## src/rtl/tis_pkg.sv

```systemverilog
// Shared TIS types: word width, port-index helper and arbiter state encoding.
// Latency: none (types and constants only).
// Backpressure: not applicable.
package tis_pkg;

  localparam int WORD_W = 11;
  typedef logic [WORD_W-1:0] word_t;

  // Default producer count on a node and the index width derived from it.
  localparam int NPORTS = 4;

  // Index width for n ports; never narrower than one bit so N=1 still has a port.
  function automatic int src_w(input int n);
    return (n > 1) ? $clog2(n) : 1;
  endfunction

  localparam int SRC_W = src_w(NPORTS);
  typedef logic [SRC_W-1:0] src_t;

  typedef enum logic {
    ST_IDLE = 1'b0,
    ST_HOLD = 1'b1
  } arb_state_e;

endpackage

```

## src/rtl/rr_pick.sv

```systemverilog
// Combinational round-robin picker: first set request at or above ptr, wrapping.
// Latency: zero cycles (pure combinational).
// Backpressure: none; the caller decides when the pick is used.
module rr_pick #(
  parameter int N  = 4,
  parameter int IW = (N > 1) ? $clog2(N) : 1
) (
  input  logic [N-1:0]  req_i,
  input  logic [IW-1:0] ptr_i,
  output logic          valid_o,
  output logic [IW-1:0] idx_o
);

  logic [IW-1:0] cand;

  // Walk from the farthest offset down to ptr so the nearest requester is the last write.
  always_comb begin
    valid_o = 1'b0;
    idx_o   = '0;
    cand    = '0;
    for (int i = N - 1; i >= 0; i--) begin
      cand = IW'((int'(ptr_i) + i) % N);
      if (req_i[cand]) begin
        valid_o = 1'b1;
        idx_o   = cand;
      end
    end
  end

endmodule

```

## src/rtl/port_arbiter.sv

```systemverilog
// Round-robin arbiter draining N read-pulse producers into one registered output port.
// Latency: word offered one cycle after arbitration; one word per 3 cycles at best.
// Backpressure: holds the captured word until out_read; producers are not drained meanwhile.
module port_arbiter
  import tis_pkg::*;
#(
  parameter int N  = NPORTS,
  parameter int W  = WORD_W,
  parameter int IW = src_w(N)
) (
  input  logic              clk,
  input  logic              rst,
  input  logic [N-1:0]      rready_i,
  input  logic [N-1:0][W-1:0] in_i,
  output logic [N-1:0]      read_o,
  output logic              out_rready,
  output logic [W-1:0]      out_value,
  output logic [IW-1:0]     out_src,
  input  logic              out_read,
  output logic [15:0]       xfer_count
);

  arb_state_e    state_q, state_d;
  logic [IW-1:0] ptr_q, ptr_d;
  logic [N-1:0]  read_q, read_d;
  logic          rdy_q, rdy_d;
  logic [W-1:0]  val_q, val_d;
  logic [IW-1:0] src_q, src_d;
  logic [15:0]   xfer_q, xfer_d;

  logic          pick_vld;
  logic [IW-1:0] pick_idx;

  rr_pick #(
    .N  (N),
    .IW (IW)
  ) u_pick (
    .req_i   (rready_i),
    .ptr_i   (ptr_q),
    .valid_o (pick_vld),
    .idx_o   (pick_idx)
  );

  // Next state: capture a winner in IDLE, wait for the downstream consume pulse in HOLD.
  always_comb begin
    state_d = state_q;
    ptr_d   = ptr_q;
    read_d  = '0;
    rdy_d   = rdy_q;
    val_d   = val_q;
    src_d   = src_q;
    xfer_d  = xfer_q;
    case (state_q)
      ST_IDLE: begin
        // A consume pulse here has nothing to consume and is dropped.
        if (pick_vld) begin
          read_d[pick_idx] = 1'b1;
          val_d            = in_i[pick_idx];
          src_d            = pick_idx;
          rdy_d            = 1'b1;
          ptr_d            = (pick_idx == IW'(N - 1)) ? '0 : pick_idx + 1'b1;
          state_d          = ST_HOLD;
        end
      end
      ST_HOLD: begin
        // Producers are ignored here; only the downstream pulse moves us on.
        if (out_read) begin
          rdy_d   = 1'b0;
          xfer_d  = xfer_q + 16'd1;
          state_d = ST_IDLE;
        end
      end
      default: state_d = ST_IDLE;
    endcase
  end

  // State and output registers; reset mid-HOLD drops the captured word.
  always_ff @(posedge clk or posedge rst) begin
    if (rst) begin
      state_q <= ST_IDLE;
      ptr_q   <= '0;
      read_q  <= '0;
      rdy_q   <= 1'b0;
      val_q   <= '0;
      src_q   <= '0;
      xfer_q  <= '0;
    end else begin
      state_q <= state_d;
      ptr_q   <= ptr_d;
      read_q  <= read_d;
      rdy_q   <= rdy_d;
      val_q   <= val_d;
      src_q   <= src_d;
      xfer_q  <= xfer_d;
    end
  end

  assign read_o     = read_q;
  assign out_rready = rdy_q;
  assign out_value  = val_q;
  assign out_src    = src_q;
  assign xfer_count = xfer_q;

endmodule

```

## config.mk

```make
export PLATFORM = sky130hd
export DESIGN_NAME = port_arbiter
export DESIGN_NICKNAME = d
export VERILOG_FILES = /design/src/rtl/tis_pkg.sv /design/src/rtl/rr_pick.sv /design/src/rtl/port_arbiter.sv
export SDC_FILE = /design/constraint.sdc
export NUM_CORES = 1
export LEC_CHECK = 0
export CORE_MARGIN = 8
export CORE_UTILIZATION = 67
export CTS_CLUSTER_DIAMETER = 80
export DETAILED_ROUTE_END_ITERATION = 16
export DONT_BUFFER_PORTS = 1
export GPL_TIMING_DRIVEN = 1
export PLACE_DENSITY = 0.8
export SYNTH_ARGS = -nofsm -noshare
export SYNTH_HDL_FRONTEND = slang
export SYNTH_HIERARCHICAL = 1
export SYNTH_SLANG_ARGS = --single-unit
```

## constraint.sdc

```tcl
create_clock -name clk -period 3.15 [get_ports clk]
set_input_delay 0.63 -clock clk [delete_from_list [all_inputs] [get_ports clk]]
set_output_delay 0.63 -clock clk [all_outputs]
set_load 0.02 [all_outputs]
```

* After elaboration in Yosys (flattened, before gate mapping)
Cells that the tools add are included.
Widths: inputs -> output; s select.
** Operators by class
- Add/sub/neg operators :: 5
- Order comparisons :: 6
- Equality and inequality tests :: 3
- Muxes and demuxes :: 29
- Bitwise logic cells :: 1
- Reduce and logical (&&, ||, !) cells :: 4
** Operators with widths (number)
- $bmux 11 s2 :: 1
- $add 16x1->16 const B :: 1
- $lt 2x3->1 const B :: 5
- $mux 1 :: 13
- $mux 11 :: 1
- $mux 2 :: 5
- $bmux 1 s2 :: 4
- $mux 4 :: 2
- $reduce_and 2->1 :: 3
- $add 2x1->2 const B :: 2
- $add 2x2->2 const B :: 2
- $ne 2x2->1 const B :: 2
- $pmux 1 s2 :: 2
- $demux 1 s2 :: 1
- $eq 2x2->1 const B :: 1
- $ge 2x1->1 const B :: 1
- $logic_and 1x1->1 :: 1
- $not 1->1 :: 1
** Word-level totals
- Register bits :: 37
- Output and inout port bits :: 34
- Logic and storage cells :: 55

* Longest topological paths before layout
Gate-level depths: netlist (run 1).
- Word-level depth :: 13
- Depth in mapped cells :: 8
- Mapped depth without buffers :: 6

* Hierarchy
The synthesis (run 1) kept the hierarchy.
** Modules (own cells, without submodules)
- port_arbiter :: times used 1, cells each 125, area each 1821.7 um2
- rr_pick :: times used 1, cells each 13, area each 77.6 um2

* Worst setup path after synthesis (run 1)
Ideal clock, no wire load.
- Kind :: input to register
- Start point :: in rready_i[3]
- End point :: reg val_q[0] (netlist: out_value[0])
- Library setup time :: 0.125 ns
- Arrival :: 2.027 ns
- Data required time :: 3.025 ns
- Path slack :: 0.998 ns
- Stages :: 6
- Buffers on the path :: 2
- Path through :: mux2i_1 -> a211oi_2 -> buf_6 -> buf_12 -> mux4_2 -> mux2_4
** On the way
- Word-level cells in the longest chain between the ends :: 8
- Elaborated cells between the ends (all ways) :: 19
- Those cells by class :: 18 x mux; 1 x reduce/logical
** RTL lines
- from (decl) :: RTL line port_arbiter.sv:13 : input logic [N-1:0] rready_i,
- $bmux 1 s2 :: RTL line rr_pick.sv:23 : if (req_i[cand]) begin
- $mux 1 (implied by the code) :: RTL line rr_pick.sv:23
- $mux 2 (3 in a row) :: RTL line rr_pick.sv:23
- $mux 2 * :: RTL line rr_pick.sv:23
- via pick_idx[0] :: RTL line port_arbiter.sv:32 : logic [IW-1:0] pick_idx;
- $bmux 11 s2 * :: RTL line port_arbiter.sv:58 : val_d = in_i[pick_idx];
- $mux 11 (implied by the code) * :: RTL line port_arbiter.sv:58
- to (signal assigned) :: RTL line port_arbiter.sv:92 : val_q <= val_d;
- to (decl) :: RTL line port_arbiter.sv:27 : logic [W-1:0] val_q, val_d;
Mark *: on every way through the listed nets, which the timed path passes. The rest lies on a longest branch. The select of a mux whose other input is x is not followed.
A chain may end at the register's enable or synchronous reset.

* Final worst setup path (run 1)
- Start point :: reg ptr_q[1]
- End point :: reg val_q[9] (netlist: out_value[9])
** On the way
- Word-level cells in the longest chain between the ends :: 9
- Elaborated cells between the ends (all ways) :: 22
- Those cells by class :: 3 x add/sub; 18 x mux; 1 x reduce/logical
** RTL lines
- from (decl) :: RTL line port_arbiter.sv:24 : logic [IW-1:0] ptr_q, ptr_d;
- from (signal assigned) :: RTL line port_arbiter.sv:89 : ptr_q <= ptr_d;
- $add 2x2->2 :: RTL line rr_pick.sv:22 : cand = IW'((int'(ptr_i) + i) % N);
- $bmux 1 s2 :: RTL line rr_pick.sv:23
- $mux 1 (implied by the code) :: RTL line rr_pick.sv:23
- $mux 2 (3 in a row) :: RTL line rr_pick.sv:23
- $mux 2 * :: RTL line rr_pick.sv:23
- via pick_idx[0] :: RTL line port_arbiter.sv:32
- $bmux 11 s2 * :: RTL line port_arbiter.sv:58
- $mux 11 (implied by the code) * :: RTL line port_arbiter.sv:58
Marked as above.

==> results of run 1 <==
power by group through the flow:
stage | clock network, W | logic [W] | registers, W
floorplan | 0 | 0.000439 | 0.000887
global placement | 0 | 0.000447 | 0.000930
detailed placement | 0 | 0.000472 | 0.000940
CTS | 0.000245 | 0.000473 | 0.000931
global route | 0.000258 | 0.000515 | 0.000948
finish | 0.000233 | 0.000462 | 0.000925
worst paths after layout:
path                                      start                       end  cells past startpoint
min                                         rst       read_o[0]$_DFF_PP0_                      1
min in group clk                       out_read    out_rready$_DFFE_PP0P_                      1
max reg2reg                ptr_q[1]$_DFFE_PP0P_  out_value[9]$_DFFE_PP0P_                      5
min reg2reg                   state_q$_DFF_PP0_    out_rready$_DFFE_PP0P_                      1
max                        ptr_q[1]$_DFFE_PP0P_  out_value[9]$_DFFE_PP0P_                      5
max in group asynchronous                   rst  out_value[0]$_DFFE_PP0P_                      2
state kept, by name (all words and copies together) (netlist names):
signal / count
out_src: 2
state_q: 1
out_value: 11
read_o: 4
out_rready: 1
ptr_q: 2
xfer_count: 16
per-layer routing:
layer | routed length, µm | share of wire [%] | GRT usage, % | vias to the layer above
met2 | 1890 | 52 | 24.8 | 60
li1 | - | - | - | 503
met4 | 48 | 1.3 | 6.15 | 0
met1 | 1240 | 34 | 14.6 | 559
met3 | 476 | 13 | 10.4 | 4
met5 | 0 | 0 | 0 | -
area by class of cell:
class	count	area, µm²
well taps	31	38.8
clock inverters	2	10.0
clock buffers	6	41.3
inverters	5	18.8
fillers	186	758
multi-input cells	91	911
flip-flops and latches	37	926
repair buffers	4	30.0
worst reg2reg max path, delay by kind of cell (launching register included):
kind | cells | cell delay, ns
AOI/OAI and AO/OA | 1 | 0.22
DFF | 1 | 0.46
muxes | 3 | 1.00
buffers and inverters | 1 | 0.28
synthesized netlist by cell type, types with 3 or more instances:
cell      n
dfrtp_1  37
xnor2_1  10
mux2_2    9
nor2_1    9
nand2_1   8
mux2_4    7
mux4_2    7
ha_1      5
inv_1     5
xor2_1    5
and2_1    4
mux4_1    4
nand3_1   4
and3_1    3
buf_2     3
nand4_1   3
logic make-up (layout without fill, tap and decap cells):
group                    Yosys count  after routing  synth area share, %
multiplexers                      28             28                 25.2
XOR/XNOR                          15             15                 6.92
flip-flops                        37             37                 48.7
buffers and inverters             10             17                 3.43
adder cells (fa/ha/maj)            5              5                 3.29
AND/OR/NAND/NOR                   38             38                 10.3
AO/OA/AOI/OAI                      5              5                 2.04
per-stage QoR:
| step | hold slack (ns) | util [%] | instances | setup slack [ns] | total power [W] |
|---|---|---|---|---|---|
| floorplan | 0.506 | - | 138 | 0.998 | 0.00133 |
| global placement | 0.552 | 70.4 | 168 | 1.00 | 0.00138 |
| detailed placement | 0.586 | 70.4 | 168 | 0.964 | 0.00141 |
| CTS | 0.259 | 72.3 | 176 | 1.05 | 0.00165 |
| global route | 0.303 | 72.3 | 176 | 0.939 | 0.00172 |
| finish | 0.250 | 72.3 | 176 | 1.08 | 0.00162 |
==> impl_metrics.csv, run 1 <==
group,metric,value,unit
timing,finalCritPeriodShare,65.6,%
timing,relSlewSlack,57.7,%
place,dp_hpwl,2880,µm
logic_synthesis,ys_seq_elements,37,
floorplan,die_w,69.2,µm
critical_path,cp.required,3.38,ns
global_routing,antenna_found_initial,0,
run,maxCapViolCount,0,
timing,rsz0062_at_grt,"no",
detailed_routing,num_vias,1126,
finish,mostFrequentLayoutCell,"dfrtp_1",
pwr,p_switching,0.000631,W
floorplan,core,2730,µm²
logic_synthesis,yosysWarningCount,6,
detailed_routing,drc,0,
floorplan,initial_core_util,69.5,%
detailed_routing,drt_iter0_markers,26,
global_routing,grt_pass1_wl,5900,µm
finish,nNetsFinal,200,
pwr,cellLeakagePower,0.904,nW
worst_hold_path,hold_class,"in2async",
global_routing,overflow,0,
pwr,clkPwrFrac,14.4,%
pwr,vdd_ir_drop_max,596,µV
clocking,cts_buffer_depth,2,
logic_synthesis,synth_top_area_share,48.7,%
pwr,power.share.sequential,57.1,%
finish,drive_above_1_share,25.5,%
timing,finalSetupViolations,0,
logic_synthesis,synth_cell_types,30,
timing,fin_tns_setup,0,ns
clocking,h-tree-depth,2,
logic_synthesis,synth_nets,194,
pwr,combPwrFrac,28.5,%
logic_synthesis,synth_area,1900,µm²
clocking,cts_buffers,5,
critical_path,timing.critical_path.buf_inv,1,
global_routing,grt_pass1_vias,1253,
critical_path,arrival,2.29,ns
detailed_routing,wl_per_cell,20.7,µm
critical_path,cp-end-kind,"register",
clocking,holdBufCountCts,0,
critical_path,cp_cell_sequence,"mux2i_1 > a211oi_2 > buf_4 > mux4_1 > mux2_2",
critical_path,worst_path_largest_cell_delay,0.57,ns
floorplan,die-area,4790,µm²
critical_path,crit_family,"multiplexers",
logic_synthesis,syn_avg_cell_area,13.8,µm²
clocking,cts_tree,"done",
clocking,insertion_delay,0.33,ns
detailed_routing,viasPerCell,6.40,
place,place_area,1920,µm²
logic_synthesis,synth_flop_cell,"dfrtp_1",
clocking,root_buffer,"clkbuf_4",
critical_path,critPathSlowestCell,"mux4_1",
timing,hold_viol,0,
logic_synthesis,ys_seq_area_share,48.7,%
critical_path,worstSetupPathType,"reg2reg",
logic_synthesis,async_reset_ff_share,100,%
detailed_routing,drt_pass1_iterations,4,
finish,area_delta_synth_final,4.02,%
clocking,cts_setup_buffers,0,
timing,finClkSkew,0.00511,ns
place,globalplace.congestion,0.755,
logic_synthesis,synth.area.top_cells,"dfrtp_1 49%, mux4_2 8.3%, mux2_4 5.5%",
logic_synthesis,synth-edff-count,0,
timing,drv_slew,0,
critical_path,r2r_slack,1.08,ns
logic_synthesis,syn_inst,138,
place,io_buffer_count,0,
finish,diodes,0,
global_routing,grt_max_degree,21,
finish,layout_common_cells,"37 x dfrtp_1, 10 x xnor2_1, 9 x mux2_2, 9 x nor2_1, 8 x nand2_1",
clocking,clkTransAtPathRegs,0.11,ns
clocking,ctsResizeCount,0,
timing,final.min_clock_period,2.07,ns
timing,worstMarginPinSlew,0.634,ns
floorplan,fp-row-count,19,
critical_path,critPathLaunchType,"register",
detailed_routing,ant_nets,0,
outcome,status,"complete, no violations",
floorplan,pin_count,85,
finish,fin_area,1980,µm²
global_routing,gr-usage-all-layers,15.2,%
critical_path,worstPathMaxFanout,16,
floorplan,fp.dieH,69.2,µm
timing,fmax,484,MHz
detailed_routing,routed_wirelength,3650,µm
pwr,power.density,820,nW/µm²
logic_synthesis,synth_top_area_cell,"dfrtp_1",
pwr,swShare,38.9,%
clocking,clkSinkCount,37,
pwr,internal-power,0.000989,W
Power figures use the tool's default switching activity.
==> run 2: changes to the inputs <==
- CORE_UTILIZATION: 67 -> 56
- PLACE_DENSITY: 0.8 -> 0.71
- clock period: 3.15 -> 1.7 ns (I/O delays scaled with it)
==> impl_metrics.csv, run 2 (synthesis results as in run 1) <==
group,metric,value,unit
pwr,total_power,0.00379,W
floorplan,die-area,5510,µm²
timing,finalCritPeriodShare,120,%
timing,final.min_clock_period,2.03,ns
critical_path,worst_path_largest_cell_delay,0.50,ns
finish,mostFrequentLayoutCell,"dfrtp_1",
finish,largest_register_ffs,16,
clocking,cts_tree,"done",
global_routing,gr-usage-all-layers,16.4,%
pwr,cellLeakagePower,1.06,nW
detailed_routing,routed_wirelength,4450,µm
detailed_routing,drc,0,
clocking,cts_buffers,5,
clocking,h-tree-depth,2,
timing,fmax,492,MHz
critical_path,regToRegEndpoint,"out_value[1]$_DFFE_PP0P_",
finish,diodes,0,
finish,fin_cells,216,
global_routing,antenna_found_initial,0,
critical_path,cp-end-kind,"register",
finish,nNetsFinal,225,
floorplan,core,3280,µm²
pwr,vdd_ir_drop_max,794,µV
critical_path,worstPathMaxFanout,6,
timing,relSlewSlack,62.0,%
critical_path,worstSetupPathType,"reg2reg",
timing,worstMarginPinSlew,0.569,ns
place,pre_cts_ws,-0.337,ns
timing,finClkSkew,0.00151,ns
floorplan,initial_core_util,57.8,%
global_routing,grt_pass1_vias,1424,
global_routing,grt_pass1_wl,6930,µm
clocking,insertion_delay,0.34,ns
pwr,power.density,1620,nW/µm²
critical_path,arrival,2.27,ns
floorplan,fp-row-count,21,
place,place_inst,203,
timing,drv_slew,0,
place,dp_hpwl,3360,µm
detailed_routing,viasPerCell,5.66,
finish,layout_common_cells,"36 x dfrtp_1, 22 x buf_4, 11 x mux4_2",
timing,rsz0062_at_grt,"yes",
timing,whs,0.101,ns
floorplan,pin_count,85,
global_routing,grt_max_degree,38,
critical_path,cp.required,1.94,ns
clocking,clkSinkCount,37,
critical_path,critPathLaunchType,"register",
timing,finalSetupViolations,17,
clocking,root_buffer,"clkbuf_4",
critical_path,r2r-start,"ptr_q[1]$_DFFE_PP0P_",
run,maxCapViolCount,0,
critical_path,r2r_slack,-0.33,ns
critical_path,cp_cell_sequence,"mux2i_2 > a211oi_2 > buf_4 > clkbuf_16 > mux4_2 > mux2_4",
outcome,violations,"negative setup slack",
clocking,cts_buffer_depth,2,
worst_hold_path,hold_class,"in2reg",
critical_path,crit_start,"ptr_q[1]$_DFFE_PP0P_",
clocking,clkTransAtPathRegs,0.12,ns
detailed_routing,num_vias,1223,
critical_path,endpoint,"out_value[1]$_DFFE_PP0P_",
finish,area_delta_synth_final,22.9,%
floorplan,fp.dieH,74.2,µm
finish,drive_above_1_share,44.7,%
place,io_buffer_count,0,
outcome,status,"complete, but fails checks",
detailed_routing,drt_iter0_markers,71,
detailed_routing,drt_pass1_iterations,4,
critical_path,critPathSlowestCell,"mux4_2",
floorplan,die_w,74.2,µm
critical_path,ff2ff_path_depth,6,
detailed_routing,wl_per_cell,20.6,µm
timing,hold_viol,0,
detailed_routing,ant_nets,0,
place,globalplace.congestion,0.808,
timing,worst_slack,-0.333,ns
global_routing,overflow,0,
timing,fin_tns_setup,-4.14,ns
[run 2: cell count changes in the layout (fill, tap and decap cells not counted), moves of 2 or more]
| cell | previous run | this run |
|---|---|---|
| mux4_1 | 4 | 0 |
| buf_4 | 4 | 22 |
| mux4_2 | 7 | 11 |
| ha_1 | 5 | 3 |
| buf_6 | 0 | 2 |
| mux2_2 | 9 | 7 |
| ha_4 | 0 | 2 |
| clkinv_2 | 2 | 0 |
| mux2_4 | 7 | 9 |
| buf_12 | 0 | 2 |
[run 2: what timing repair did]
action                                  CTS  global route
gates cloned                              0             1
hold buffers                              1             0
endpoints found under the hold margin    37             0
gates resized for setup                   3            21
setup buffers                             1             2
pin swaps                                 1             5
endpoints found under the setup margin   17            19
[run 2: layout make-up]
type	count	area, µm²
inverters	5	21.3
multi-input cells	91	962
flip-flops and latches	37	927
fillers	241	950
well taps	46	57.6
clock buffers	6	51.3
repair buffers	29	278
clock inverters	2	37.5
[run 2: routing by layer]
metal  vias up  share of wire [%]  global-route usage [%]
li1        546                  -                       -
met1       616                 35                    17.0
met2        57                 55                    28.6
met3         4                9.7                    7.14
met4         0               0.88                    5.87
met5         -                  0                       0
[run 2: through the flow]
stage          utilization, %  area [µm²]
4_1_cts                  68.2        2240
3_3_place_gp             64.6        2120
2_1_floorplan               -        1900
5_1_grt                  71.1        2330
3_5_place_dp             64.6        2120
6_report                 71.1        2330
[run 2: power breakdown]
group | internal, W | leakage (nW) | switching, W
clock | 0.000350 | 0.0445 | 0.000305
combinational | 0.000924 | 0.554 | 0.000623
sequential | 0.00115 | 0.465 | 0.000444
total | 0.00242 | 1.06 | 0.00137
[run 2: worst min path at each step]
stage / cells past startpoint / endpoint / startpoint
after floorplan: 1 / out_rready$_DFFE_PP0P_ / out_read
after global placement: 2 / out_value[3]$_DFFE_PP0P_ / rst
after detailed placement: 2 / out_src[0]$_DFFE_PP0P_ / rst
final: 1 / out_rready$_DFFE_PP0P_ / out_read
after CTS: 1 / out_rready$_DFFE_PP0P_ / out_read
after global routing: 1 / out_rready$_DFFE_PP0P_ / out_read
[run 2: critical path, delay by kind of cell, from the launching register on]
kind / cells / cell delay, ns
AO/OA/AOI/OAI: 1 / 0.21
multiplexers: 3 / 0.94
flip-flops: 1 / 0.46
buffers and inverters: 2 / 0.32
